[config.mk]
export PLATFORM = sky130hd
export DESIGN_NAME = dds_sweep_ctrl
export DESIGN_NICKNAME = d
export VERILOG_FILES = /design/src/rtl/dds_pkg.sv /design/src/rtl/dds_sweep_dwell_timer.sv /design/src/rtl/dds_sweep_ctrl.sv
export SDC_FILE = /design/constraint.sdc
export NUM_CORES = 1
export LEC_CHECK = 0
export ABC_AREA = 0
export CAP_MARGIN = 15
export CORE_AREA = 2 2 229 231
export DETAILED_ROUTE_END_ITERATION = 8
export DIE_AREA = 0 0 231 233
export PLACE_DENSITY_LB_ADDON = 0.3
export SYNTH_ARGS = -nofsm -noshare
export SYNTH_HDL_FRONTEND = slang
export SYNTH_HIERARCHICAL = 1
export SYNTH_SLANG_ARGS = --single-unit
[constraint.sdc]
create_clock -name i_clk -period 16 [get_ports i_clk]
set_input_delay 3.2 -clock i_clk [delete_from_list [all_inputs] [get_ports i_clk]]
set_output_delay 3.2 -clock i_clk [all_outputs]
set_load 0.01 [all_outputs]
[src/rtl/dds_pkg.sv]
// Shared DDS types: sweep modes, sweep FSM states and the coarse increment table.
package dds_pkg;

    localparam int ROM_DEPTH     = 16;
    localparam int INC_WIDTH_DEF = 32;

    typedef enum logic [1:0] {
        SWEEP_UP       = 2'b00,
        SWEEP_DOWN     = 2'b01,
        SWEEP_PINGPONG = 2'b10
    } sweep_mode_e;

    typedef enum logic [2:0] {
        ST_IDLE,
        ST_LOAD,
        ST_DWELL,
        ST_STEP,
        ST_DONE
    } sweep_state_e;

    typedef logic [ROM_DEPTH-1:0][INC_WIDTH_DEF-1:0] inc_table_t;

    // Mode 2'b11 has no meaning of its own and sweeps upward.
    function automatic sweep_mode_e decode_mode(input logic [1:0] mode);
        case (mode)
            2'b01:   return SWEEP_DOWN;
            2'b10:   return SWEEP_PINGPONG;
            default: return SWEEP_UP;
        endcase
    endfunction

endpackage

[src/rtl/dds_sweep_dwell_timer.sv]
// Loadable dwell down-counter; a zero load behaves as one, expiry is flagged on the last held cycle.
module dds_sweep_dwell_timer #(
    parameter int DWELL_WIDTH = 16
) (
    input  logic                   i_clk,
    input  logic                   i_rst_n,
    input  logic                   i_en,
    input  logic                   i_load,
    input  logic [DWELL_WIDTH-1:0] i_load_val,
    input  logic                   i_run,
    output logic                   o_expire
);

    logic [DWELL_WIDTH-1:0] cnt;

    assign o_expire = i_en & i_run & (cnt <= DWELL_WIDTH'(1));

    always_ff @(posedge i_clk or negedge i_rst_n) begin
        if (!i_rst_n) begin
            cnt <= '0;
        end else if (i_en) begin
            if (i_load) begin
                cnt <= (i_load_val == '0) ? DWELL_WIDTH'(1) : i_load_val;
            end else if (i_run && cnt > DWELL_WIDTH'(1)) begin
                cnt <= cnt - DWELL_WIDTH'(1);
            end
        end
    end

endmodule

[src/rtl/dds_sweep_ctrl.sv]
// DDS frequency-sweep sequencer over the coarse increment table with optional linear fine steps.
// Build option DDS_SWEEP_LOOP_EN: restart from LOAD after each completed sweep until stopped.
//
// state    | meaning
// IDLE     | waiting for start
// LOAD     | latch config, output first table value
// DWELL    | hold current value for the dwell time
// STEP     | compute and output the next value
// DONE     | pulse done, then IDLE (or LOAD when looping)
module dds_sweep_ctrl
    import dds_pkg::*;
#(
    parameter int INC_WIDTH      = 32,
    parameter int DWELL_WIDTH    = 16,
    parameter int MAX_FINE_SHIFT = 4
) (
    input  logic                                i_clk,
    input  logic                                i_rst_n,
    input  logic                                i_enable,
    input  logic                                i_start,
    input  logic                                i_stop,
    input  logic [1:0]                          i_mode,
    input  logic [3:0]                          i_idx_lo,
    input  logic [3:0]                          i_idx_hi,
    input  logic [2:0]                          i_fine_shift,
    input  logic [DWELL_WIDTH-1:0]              i_dwell,
    input  logic [ROM_DEPTH-1:0][INC_WIDTH-1:0] i_rom_incremento_grueso,
    output logic [INC_WIDTH-1:0]                o_incremento,
    output logic                                o_inc_valid,
    output logic [3:0]                          o_idx,
    output logic                                o_busy,
    output logic                                o_done
);

    sweep_state_e             state;
    sweep_mode_e              mode_q;
    logic [3:0]               lo_q;
    logic [3:0]               hi_q;
    logic [2:0]               shift_q;
    logic [DWELL_WIDTH-1:0]   dwell_q;
    logic                     single_q;
    logic                     dir_up;
    logic [MAX_FINE_SHIFT-1:0] sub;
    logic                     valid_q;
    logic                     done_q;

    sweep_mode_e              ld_mode;
    logic                     ld_single;
    logic [3:0]               ld_idx;
    logic [2:0]               ld_shift;
    logic [3:0]               idx_nb;
    logic [MAX_FINE_SHIFT-1:0] sub_max;
    logic signed [INC_WIDTH:0] diff;
    logic [INC_WIDTH-1:0]     delta;
    logic                     last_val;
    logic                     tmr_expire;
    logic [DWELL_WIDTH-1:0]   tmr_load_val;

    assign ld_mode   = decode_mode(i_mode);
    assign ld_single = (i_idx_lo >= i_idx_hi);
    assign ld_idx    = (ld_mode == SWEEP_DOWN && !ld_single) ? i_idx_hi : i_idx_lo;
    assign ld_shift  = (i_fine_shift > 3'(MAX_FINE_SHIFT)) ? 3'(MAX_FINE_SHIFT) : i_fine_shift;

    // Neighbouring table point in the current direction; delta is the signed per-substep slope.
    assign idx_nb  = dir_up ? o_idx + 4'd1 : o_idx - 4'd1;
    assign sub_max = MAX_FINE_SHIFT'((32'd1 << shift_q) - 32'd1);
    assign diff    = $signed({1'b0, i_rom_incremento_grueso[idx_nb]})
                   - $signed({1'b0, i_rom_incremento_grueso[o_idx]});
    assign delta   = INC_WIDTH'(diff >>> shift_q);

    // Ping-pong flips direction on reaching hi, so its up leg never matches here.
    assign last_val = single_q | ((sub == '0) & (dir_up ? (o_idx == hi_q) : (o_idx == lo_q)));

    assign tmr_load_val = (state == ST_LOAD) ? i_dwell : dwell_q;

    dds_sweep_dwell_timer #(
        .DWELL_WIDTH (DWELL_WIDTH)
    ) u_dwell_timer (
        .i_clk      (i_clk),
        .i_rst_n    (i_rst_n),
        .i_en       (i_enable),
        .i_load     ((state == ST_LOAD) || (state == ST_STEP)),
        .i_load_val (tmr_load_val),
        .i_run      (state == ST_DWELL),
        .o_expire   (tmr_expire)
    );

    // Pulses stay pending in their registers while disabled and appear once enable returns.
    assign o_inc_valid = valid_q & i_enable;
    assign o_done      = done_q & i_enable;

    always_ff @(posedge i_clk or negedge i_rst_n) begin
        if (!i_rst_n) begin
            state        <= ST_IDLE;
            mode_q       <= SWEEP_UP;
            lo_q         <= '0;
            hi_q         <= '0;
            shift_q      <= '0;
            dwell_q      <= '0;
            single_q     <= 1'b0;
            dir_up       <= 1'b1;
            sub          <= '0;
            o_idx        <= '0;
            o_incremento <= '0;
            o_busy       <= 1'b0;
            valid_q      <= 1'b0;
            done_q       <= 1'b0;
        end else if (i_enable) begin
            valid_q <= 1'b0;
            done_q  <= 1'b0;
            if (i_stop && state != ST_IDLE) begin
                state  <= ST_IDLE;
                o_busy <= 1'b0;
            end else begin
                case (state)
                    ST_IDLE: begin
                        if (i_start && !i_stop) begin
                            state  <= ST_LOAD;
                            o_busy <= 1'b1;
                        end
                    end
                    ST_LOAD: begin
                        mode_q       <= ld_mode;
                        lo_q         <= i_idx_lo;
                        hi_q         <= i_idx_hi;
                        shift_q      <= ld_shift;
                        dwell_q      <= i_dwell;
                        single_q     <= ld_single;
                        dir_up       <= (ld_mode != SWEEP_DOWN);
                        sub          <= '0;
                        o_idx        <= ld_idx;
                        o_incremento <= i_rom_incremento_grueso[ld_idx];
                        valid_q      <= 1'b1;
                        state        <= ST_DWELL;
                    end
                    ST_DWELL: begin
                        if (tmr_expire) begin
                            state <= last_val ? ST_DONE : ST_STEP;
                        end
                    end
                    ST_STEP: begin
                        if (sub == sub_max) begin
                            sub          <= '0;
                            o_idx        <= idx_nb;
                            o_incremento <= i_rom_incremento_grueso[idx_nb];
                            if (mode_q == SWEEP_PINGPONG && dir_up && idx_nb == hi_q) begin
                                dir_up <= 1'b0;
                            end
                        end else begin
                            sub          <= sub + 1'b1;
                            o_incremento <= o_incremento + delta;
                        end
                        valid_q <= 1'b1;
                        state   <= ST_DWELL;
                    end
                    ST_DONE: begin
                        done_q <= 1'b1;
`ifdef DDS_SWEEP_LOOP_EN
                        state  <= ST_LOAD;
`else
                        state  <= ST_IDLE;
                        o_busy <= 1'b0;
`endif
                    end
                    default: state <= ST_IDLE;
                endcase
            end
        end
    end

endmodule
Word-level counts from Yosys, hierarchy flattened

Index checks and enable logic that the tools add are counted.

RAM bits: 0
Memories: 0
Register bits: 93
Bits in read-only memories: 0
Bits in latches: 0
Word-level logic and storage cells: 116

Bitwise operators: 7
Shift-type cells: 2
Magnitude comparators: 7
Multipliers: 0
Divide/modulo/power cells: 0
Reduce and logical (&&, ||, !) cells: 25
Muxes and demuxes: 36
Eq/ne operators: 17
Add/sub/neg operators: 7

Operators with widths:

| operator                                                                           | number |
|---|---|
| 32-bit binary-select mux with 4-bit select                                         | 3 |
| 32-bit two-way mux                                                                 | 4 |
| 16-bit two-way mux                                                                 | 4 |
| 32-bit case mux with 2 select lines                                                | 1 |
| 33-bit by 3-bit >>> shifter with 32-bit output                                     | 1 |
| 32-bit by 32-bit subtractor with 33-bit output                                     | 1 |
| 32-bit adder                                                                       | 1 |
| 4-bit equality test                                                                | 4 |
| 16-bit by 1-bit > comparator with 1-bit output (second input constant)             | 1 |
| 16-bit by 1-bit less-or-equal comparator with 1-bit output (second input constant) | 1 |
| 16-bit logical NOT                                                                 | 1 |
| 4-bit two-way mux                                                                  | 4 |
| 4-bit case mux with 2 select lines                                                 | 2 |
| 16-bit by 1-bit subtractor with 16-bit output (second input constant)              | 1 |
| 4-bit by 5-bit less-than comparator with 1-bit output (second input constant)      | 3 |
| 3-bit two-way mux                                                                  | 5 |
| 3-bit AND reduction                                                                | 4 |
| 1-bit two-way mux                                                                  | 9 |
| 3-bit case mux with 3 select lines                                                 | 1 |
| 4-bit by 1-bit adder with 4-bit output (second input constant)                     | 2 |
| 4-bit by 1-bit subtractor with 4-bit output (second input constant)                | 2 |
| 3-bit by 2-bit equality test with 1-bit output (second input constant)             | 2 |
| 1-bit logical AND                                                                  | 6 |
| 2-bit by 1-bit != test with 1-bit output (second input constant)                   | 3 |
| 23 further kinds                                                                   | 35 |

Logic depth before layout (Yosys ltp)

Gate-level depths: netlist (run 1).

Depth in word-level cells: 9
Mapped depth: 38

Cells and area by module

Netlist (run 1), hierarchy kept.

By module, submodules not included:

| module                | instances | area each (um^2) | cells an instance |
|---|---|---|---|
| dds_sweep_ctrl        | 1         | 20,870.0         | 2,562 |
| dds_sweep_dwell_timer | 1         | 1,138.6          | 139 |

Least setup slack after synthesis (run 1)

No wires, ideal clock.

Path type: in2reg
Start: input i_rom_incremento_grueso[224] (netlist bit)
End: register o_incremento[31]
Path buffers: 0
Stages on the path: 26
Arrival time: 8.744 ns
Setup slack: 7.135 ns
Required time: 15.879 ns
Path through: mux4_2 mux4_2 ha_1 fa_1 nand2b_1 a21oi_1 o21ai_0 a31oi_1 a31oi_1 xnor2_1 mux2i_1 and2_1 a21oi_1 mux2_2 ha_1 nand2_1 o21ai_0 a211oi_1 o31a_1 or4_1 a21oi_2 a31o_2 o31ai_2 xnor2_2 a21oi_1 a2bb2oi_2

Cells in the longest elaborated chain, start to end: 7
Elaborated cells on any way between the ends: 9
Those cells by class: add/sub: 2; shift: 1; mux: 6

Ends and longest elaborated chain:

| item                                                                 | RTL line                                   | text |
|---|---|---|
| start, declared                                                      | dds_sweep_ctrl.sv:27                       | `input logic [ROM_DEPTH-1:0][INC_WIDTH-1:0] i_rom_incremento_grueso,` |
| 32-bit binary-select mux with 4-bit select, on equally long branches | dds_sweep_ctrl.sv:67, dds_sweep_ctrl.sv:68 |  |
| 32-bit two-way mux, on equally long branches                         | dds_sweep_ctrl.sv:67, dds_sweep_ctrl.sv:68 |  |
| 32-bit by 32-bit subtractor with 33-bit output (*)                   | dds_sweep_ctrl.sv:68                       | `- $signed({1'b0, i_rom_incremento_grueso[o_idx]});` |
| 33-bit by 3-bit >>> shifter with 32-bit output (*)                   | dds_sweep_ctrl.sv:69                       | `assign delta = INC_WIDTH'(diff >>> shift_q);` |
| 32-bit adder (*)                                                     | dds_sweep_ctrl.sv:151                      | `o_incremento <= o_incremento + delta;` |
| 32-bit two-way mux (*)                                               | dds_sweep_ctrl.sv:142                      | `if (sub == sub_max) begin` |
| 32-bit case mux with 2 select lines (*)                              | dds_sweep_ctrl.sv:115                      | `case (state)` |
| end signal, assigned                                                 | dds_sweep_ctrl.sv:132                      | `o_incremento <= i_rom_incremento_grueso[ld_idx];` |
| end signal, assigned                                                 | dds_sweep_ctrl.sv:145                      | `o_incremento <= i_rom_incremento_grueso[idx_nb];` |
| end signal, assigned                                                 | dds_sweep_ctrl.sv:151                      |  |
| end, declared                                                        | dds_sweep_ctrl.sv:28                       | `output logic [INC_WIDTH-1:0] o_incremento,` |

Every way passes the cells marked *; elsewhere a longest branch is shown, timed or not. The select of a mux whose other input is x is not followed.
A chain may end at the register's enable or synchronous reset.

Final worst setup path (run 1)

Start: input i_rom_incremento_grueso[10] (netlist bit)
End: register o_incremento[31]

The elaborated chain is that of the path after synthesis.

==> results of run 1 <==
-- through the flow --
stage	hold slack, ns	cells	instance area [um2]	util	worst slack (ns)
6_report	0.487	3830	28600	0.560	5.95
5_1_grt	0.525	3820	28600	0.560	5.64
4_1_cts	0.488	3781	28500	0.557	6.06
3_5_place_dp	0.469	3765	28100	0.551	5.69
3_3_place_gp	0.459	3765	28100	0.551	5.82
2_1_floorplan	0.441	2701	22000	-	7.13
-- cells in the mapped netlist (5+ instances only) --
cell	instances	area, um2
buf_1	28	105
o21a_1	6	45.0
o21ai_1	49	245
nor3b_1	5	37.5
nand2_1	720	2700
mux4_2	291	6550
and2_1	39	244
dfrtp_1	92	2300
nor2_1	69	259
clkbuf_1	143	537
buf_2	63	315
nor2b_1	10	62.6
o21ai_0	76	380
o211ai_1	15	113
o31ai_1	6	45.0
o21bai_1	7	52.6
a211oi_1	50	375
nand3_1	138	691
nand4_1	7	43.8
mux2i_1	55	551
a31oi_1	76	475
ha_1	76	951
o22ai_1	8	50.1
nor4_1	8	50.1
a32oi_1	5	43.8
nand2b_1	16	100
a21o_1	32	240
a21oi_1	148	741
a311oi_1	99	867
nor3_1	16	80.1
a22oi_1	5	37.5
xor2_1	23	201
inv_1	69	259
mux2_2	57	642
and3_1	70	438
xnor2_1	46	403
-- critical path: cells and delay by family --
family          cells  cell delay [ns]
compound gates     17             3.28
simple gates        4             1.15
xor+xnor            2             0.38
fa+ha+maj           2             0.81
mux                 3             0.95
buf+inv             1             0.53
-- flip-flops by register name, summed over array words and instances, names as in the netlist --
signal and flops:
dwell_q 16, o_idx 4, single_q 1, shift_q 3, u_dwell_timer/cnt 16, o_busy 1
mode_q 2, hi_q 4, lo_q 4, valid_q 1, dir_up 1, done_q 1
sub 4, o_incremento 32, state 3
-- final timing paths --
path                       slack, ns                           end                   startpoint
setup / recovery                5.95  o_incremento[31]$_DFFE_PN0P_  i_rom_incremento_grueso[10]
hold / removal                  0.49           lo_q[0]$_DFFE_PN0P_          lo_q[0]$_DFFE_PN0P_
setup reg to reg                5.97  o_incremento[31]$_DFFE_PN0P_         o_idx[0]$_DFFE_PN0P_
hold reg to reg                 0.49           lo_q[0]$_DFFE_PN0P_          lo_q[0]$_DFFE_PN0P_
max in group asynchronous      11.89          o_idx[1]$_DFFE_PN0P_                      i_rst_n
min in group asynchronous       2.75       dwell_q[13]$_DFFE_PN0P_                      i_rst_n
-- layout make-up --
| cell class | instances | area (um2) | area share |
|---|---|---|---|
| Antenna cell | 48 | 120 | 0.00420 |
| Clock buffer | 10 | 239 | 0.00835 |
| Clock inverter | 6 | 97.6 | 0.00341 |
| Inverter | 71 | 267 | 0.00931 |
| Multi-Input combinational cell | 2298 | 18500 | 0.648 |
| Sequential cell | 93 | 2340 | 0.0817 |
| Tap cell | 680 | 851 | 0.0297 |
| Timing Repair Buffer | 624 | 6170 | 0.216 |
-- metal layers --
layer  global-route usage  share of wire
met2                0.592           0.44
met1                0.529           0.38
met5                    0         0.0010
met3                0.108           0.12
met4                0.192          0.052
-- logic make-up after synthesis --
kind of cell,count (synthesis),share of synthesized area
adder cells (fa/ha/maj),79,0.0459
multiplexers,405,0.353
flip-flops,93,0.106
buffers and inverters,310,0.0575
AND/OR/NAND/NOR,1117,0.221
XOR/XNOR,70,0.0282
AO/OA/AOI/OAI,627,0.188
==> qor.yml, run 1 <==
antenna_found_initial: 58
syn-instance-count: 2701
grt_pass1_vias: 24400
die_w_um: 231
synth.distinct_cells: 79
period_needed_ns: 10.05
cts_setup_buffers: 0
gp_congestion: 1.01
portBuffers: 584
synth_warnings: 6
grt.total_usage: 0.396
drv_cap: 0
syn_nets: 3326
overflow: 0
root_buffer: "clkbuf_16"
slowest_stage: "or4_1"
clk-insertion-delay-late_ns: 0.37
final_common_cell: "nand2_1"
place_hpwl_um: 84200
initial_core_util: 0.431
grt_max_degree: 193
final_max_slew_viol_count: 0
hold_class: "reg2reg"
fmax_mhz: 99.5
max_slew_margin: 0.332
finalSetupViolCount: 0
crit_fanout: 6
syn_area_um2: 22000
cp-start-kind: "primary input"
cts-buffers-inserted: 9
required_ns: 16.26
grt_pass1_wl_um: 161000
io_pins: 585
wire_per_inst_um: 28.5
path_class: "in2reg"
rsz0062_at_grt: "no"
cts_tree: "built"
worstHoldPathCells: 2
dr.first_iter.drc_count: 3628
areaGrowthSynthToFinish_pct: 30.0
die_area_um2: 53800
cts_sinks: 93
fin_skew_ns: 0.0186
via_count: 25700
r2r_cells: 31
tightest_slew_ns: 0.996
cts_max_level: 3
max_stage_delay_ns: 0.57
core-area_um2: 51100
drtAntennaViolNets: 0
yosysSeqAreaShare: 0.106
drc: 0
cts_hold_buffers: 0
firstDrtPassIters: 8
num-fill-cells: 4621
setup.worst_path.end_class: "register"
synth-main-ff-cell: "dfrtp_1"
outcome: "finished clean"
wirelength_um: 109000
setup_tns_ns: 0
final_cell_mix: "nand2_1 (719), clkdlybuf4s50_1 (583), mux4_2 (291), a21oi_1 (148), nand3_1 (137)"
synth_edf_count: 0
finalHoldViolations: 0
ys_ff_latch: 93
die_y_um: 233
post_cts_resized: 0
clkTransAtPathRegs_ns: 0.08
rows: 83
arrival_ns: 10.31
clk_path_buf_depth: 2
period_share: 0.628
nets: 3722
layout-drive-gt1-share: 0.142
synthArstFlopShare: 1.00
syn_area_per_cell_um2: 8.15
vias_per_cell: 6.71
Power of run 1 is left out: the tool's default activity adds up to more than one toggle a clock period on the data nets, which glitch-free logic cannot reach.
==> run 2: changes to the inputs <==
--- a/config.mk
+++ b/config.mk
@@ -7,9 +7,9 @@
 export LEC_CHECK = 0
 export ABC_AREA = 0
 export CAP_MARGIN = 15
-export CORE_AREA = 2 2 229 231
+export CORE_AREA = 2 2 230 232
 export DETAILED_ROUTE_END_ITERATION = 8
-export DIE_AREA = 0 0 231 233
+export DIE_AREA = 0 0 232 234
 export PLACE_DENSITY_LB_ADDON = 0.3
 export SYNTH_ARGS = -nofsm -noshare
 export SYNTH_HDL_FRONTEND = slang
==> constraint.sdc (replaced) <==
create_clock -name i_clk -period 9.8 [get_ports i_clk]
set_input_delay 1.96 -clock i_clk [delete_from_list [all_inputs] [get_ports i_clk]]
set_output_delay 1.96 -clock i_clk [all_outputs]
set_load 0.01 [all_outputs]
==> qor.yml, run 2 (same netlist as run 1, synthesis figures left out) <==
wire_per_inst_um: 28.5  # about the same
max_slew_margin: 0.205  # -0.127
die_y_um: 234  # +0.43%
drv_cap: 0  # unchanged
die_area_um2: 54300  # +0.86%
rows: 84  # +1.2%
cts-buffers-inserted: 9  # unchanged
finalHoldViolations: 0  # unchanged
cp_top_family: "compound AO/OA/AOI/OAI gates"
slowest_stage: "xnor2_2"
cp-start-kind: "register"
regMostFlops: "o_incremento"
clkTransAtPathRegs_ns: 0.09  # about the same
cts_sinks: 93  # unchanged
utilization: 0.554  # -0.00608
setup.worst_path.end_class: "register"
drc: 0  # unchanged
r2r_end: "o_incremento[31]$_DFFE_PN0P_"
wirelength_um: 110000  # +0.70%
fin_skew_ns: 0.0140  # -0.00455 ns
root_buffer: "clkbuf_16"
whs_ns: 0.480  # -0.00671 ns
grt_pass1_vias: 25000  # +2.1%
path_depth: 31  # +6.9%
arrival_ns: 9.10  # -1.21 ns
largest_reg_flops: 32  # unchanged
grt_max_degree: 166  # -14%
final_cell_mix: "nand2_1 (719), clkdlybuf4s50_1 (583), mux4_2 (291), a21oi_1 (148), nand3_1 (137)"
crit_path_end: "o_incremento[31]$_DFFE_PN0P_"
grt.total_usage: 0.394  # -0.00241
reg_top3: "o_incremento: 32 flops, dwell_q: 16 flops, u_dwell_timer/cnt: 16 flops"
r2r-start: "dir_up$_DFFE_PN1P_"
r2r_cells: 31  # unchanged
place_hpwl_um: 85400  # +1.5%
crit_fanout: 13  # +7
required_ns: 10.07  # -6.19 ns
io_pins: 585  # unchanged
rrSetupSlack_ns: 0.97  # -5.00 ns
hold_class: "reg2reg"
layout-drive-gt1-share: 0.147  # +0.00440
nets: 3738  # +0.43%
finalSetupViolCount: 0  # unchanged
outcome: "finished clean"
path_class: "reg2reg"
core-area_um2: 52000  # +1.8%
gp_congestion: 1.07  # +5.4%
setup_tns_ns: 0  # unchanged
rsz0062_at_grt: "no"
post_cts_resized: 0  # unchanged
tightest_slew_ns: 1.19  # +0.191 ns
cts_hold_buffers: 0  # unchanged
fmax_mhz: 113
initial_core_util: 0.423  # -0.00771
cts_max_level: 3  # unchanged
crit_path_frequent_cell: "a21oi_1"
cts_tree: "built"
critPathLaunch: "dir_up$_DFFE_PN1P_"
antenna_found_initial: 68  # +17%
overflow: 0  # unchanged
clk-insertion-delay-late_ns: 0.38  # about the same
vias_per_cell: 6.78  # +0.99%
final_common_cell: "nand2_1"
dr.first_iter.drc_count: 3552  # -2.1%
period_share: 0.901
via_count: 26100  # +1.6%
portBuffers: 584  # unchanged
cts_setup_buffers: 0  # unchanged
max_stage_delay_ns: 0.94  # +0.37 ns
drtAntennaViolNets: 0  # unchanged
period_needed_ns: 8.83
areaGrowthSynthToFinish_pct: 31.0
path_buf_inv: 2  # +1
clk_path_buf_depth: 2  # unchanged
die_w_um: 232  # +0.43%
firstDrtPassIters: 6  # -2
final_max_slew_viol_count: 0  # unchanged
grt_pass1_wl_um: 161000  # about the same
[run 2: cell count changes in the layout (fill, tap and decap cells not counted)]
cell and delta:
buf_12 +9, buf_4 +8, buf_6 -1, bufinv_16 -2
clkbuf_8 -1, clkinv_4 +2, clkinv_8 +1, clkinvlp_4 +1
diode_2 +1, inv_6 -3, inv_8 +2
[run 2: cell type report]
type,instances,area (um2)
well taps,688,861
multi-input cells,2298,18500
inverters,71,267
diodes,49,123
fillers,4750,23200
repair buffers,640,6400
clock inverters,7,75.1
clock buffers,9,225
flip-flops and latches,93,2340
[run 2: how the worst min path moves through the flow]
stage	to	depth (start not counted)	from
5_1_grt	lo_q[0]$_DFFE_PN0P_	2	lo_q[0]$_DFFE_PN0P_
2_1_floorplan	mode_q[0]$_DFFE_PN0P_	2	mode_q[0]$_DFFE_PN0P_
3_3_place_gp	mode_q[0]$_DFFE_PN0P_	2	mode_q[0]$_DFFE_PN0P_
3_5_place_dp	mode_q[0]$_DFFE_PN0P_	2	mode_q[0]$_DFFE_PN0P_
4_1_cts	mode_q[0]$_DFFE_PN0P_	2	mode_q[0]$_DFFE_PN0P_
6_report	mode_q[0]$_DFFE_PN0P_	2	mode_q[0]$_DFFE_PN0P_
[run 2: worst min-delay path: stages (launching register included)]
cell and delay [ns]:
dfrtp_1 0.34, nand2_1 0.05, o21ai_0 0.06
[run 2: stage by stage]
| step | std cells | setup WS, ns | area [um2] |
|---|---|---|---|
| after detailed placement | 3790 | 0.741 | 28400 |
| after floorplan | 2701 | 1.16 | 22000 |
| after global placement | 3790 | 0.832 | 28400 |
| after CTS | 3806 | 1.09 | 28700 |
| after global routing | 3848 | 0.597 | 28800 |
| final | 3855 | 0.973 | 28800 |
[run 2: routing by layer]
metal / GRT usage / wire length [um] / part of all wire / vias to the layer above
met4: 0.209 / 5500 / 0.050 / 28
met1: 0.519 / 42100 / 0.38 / 12700
met3: 0.108 / 13200 / 0.12 / 308
met2: 0.590 / 48800 / 0.44 / 1935
li1: - / - / - / 11200
met5: 0 / 166 / 0.0015 / -
Power of run 2 is left out for the same reason.
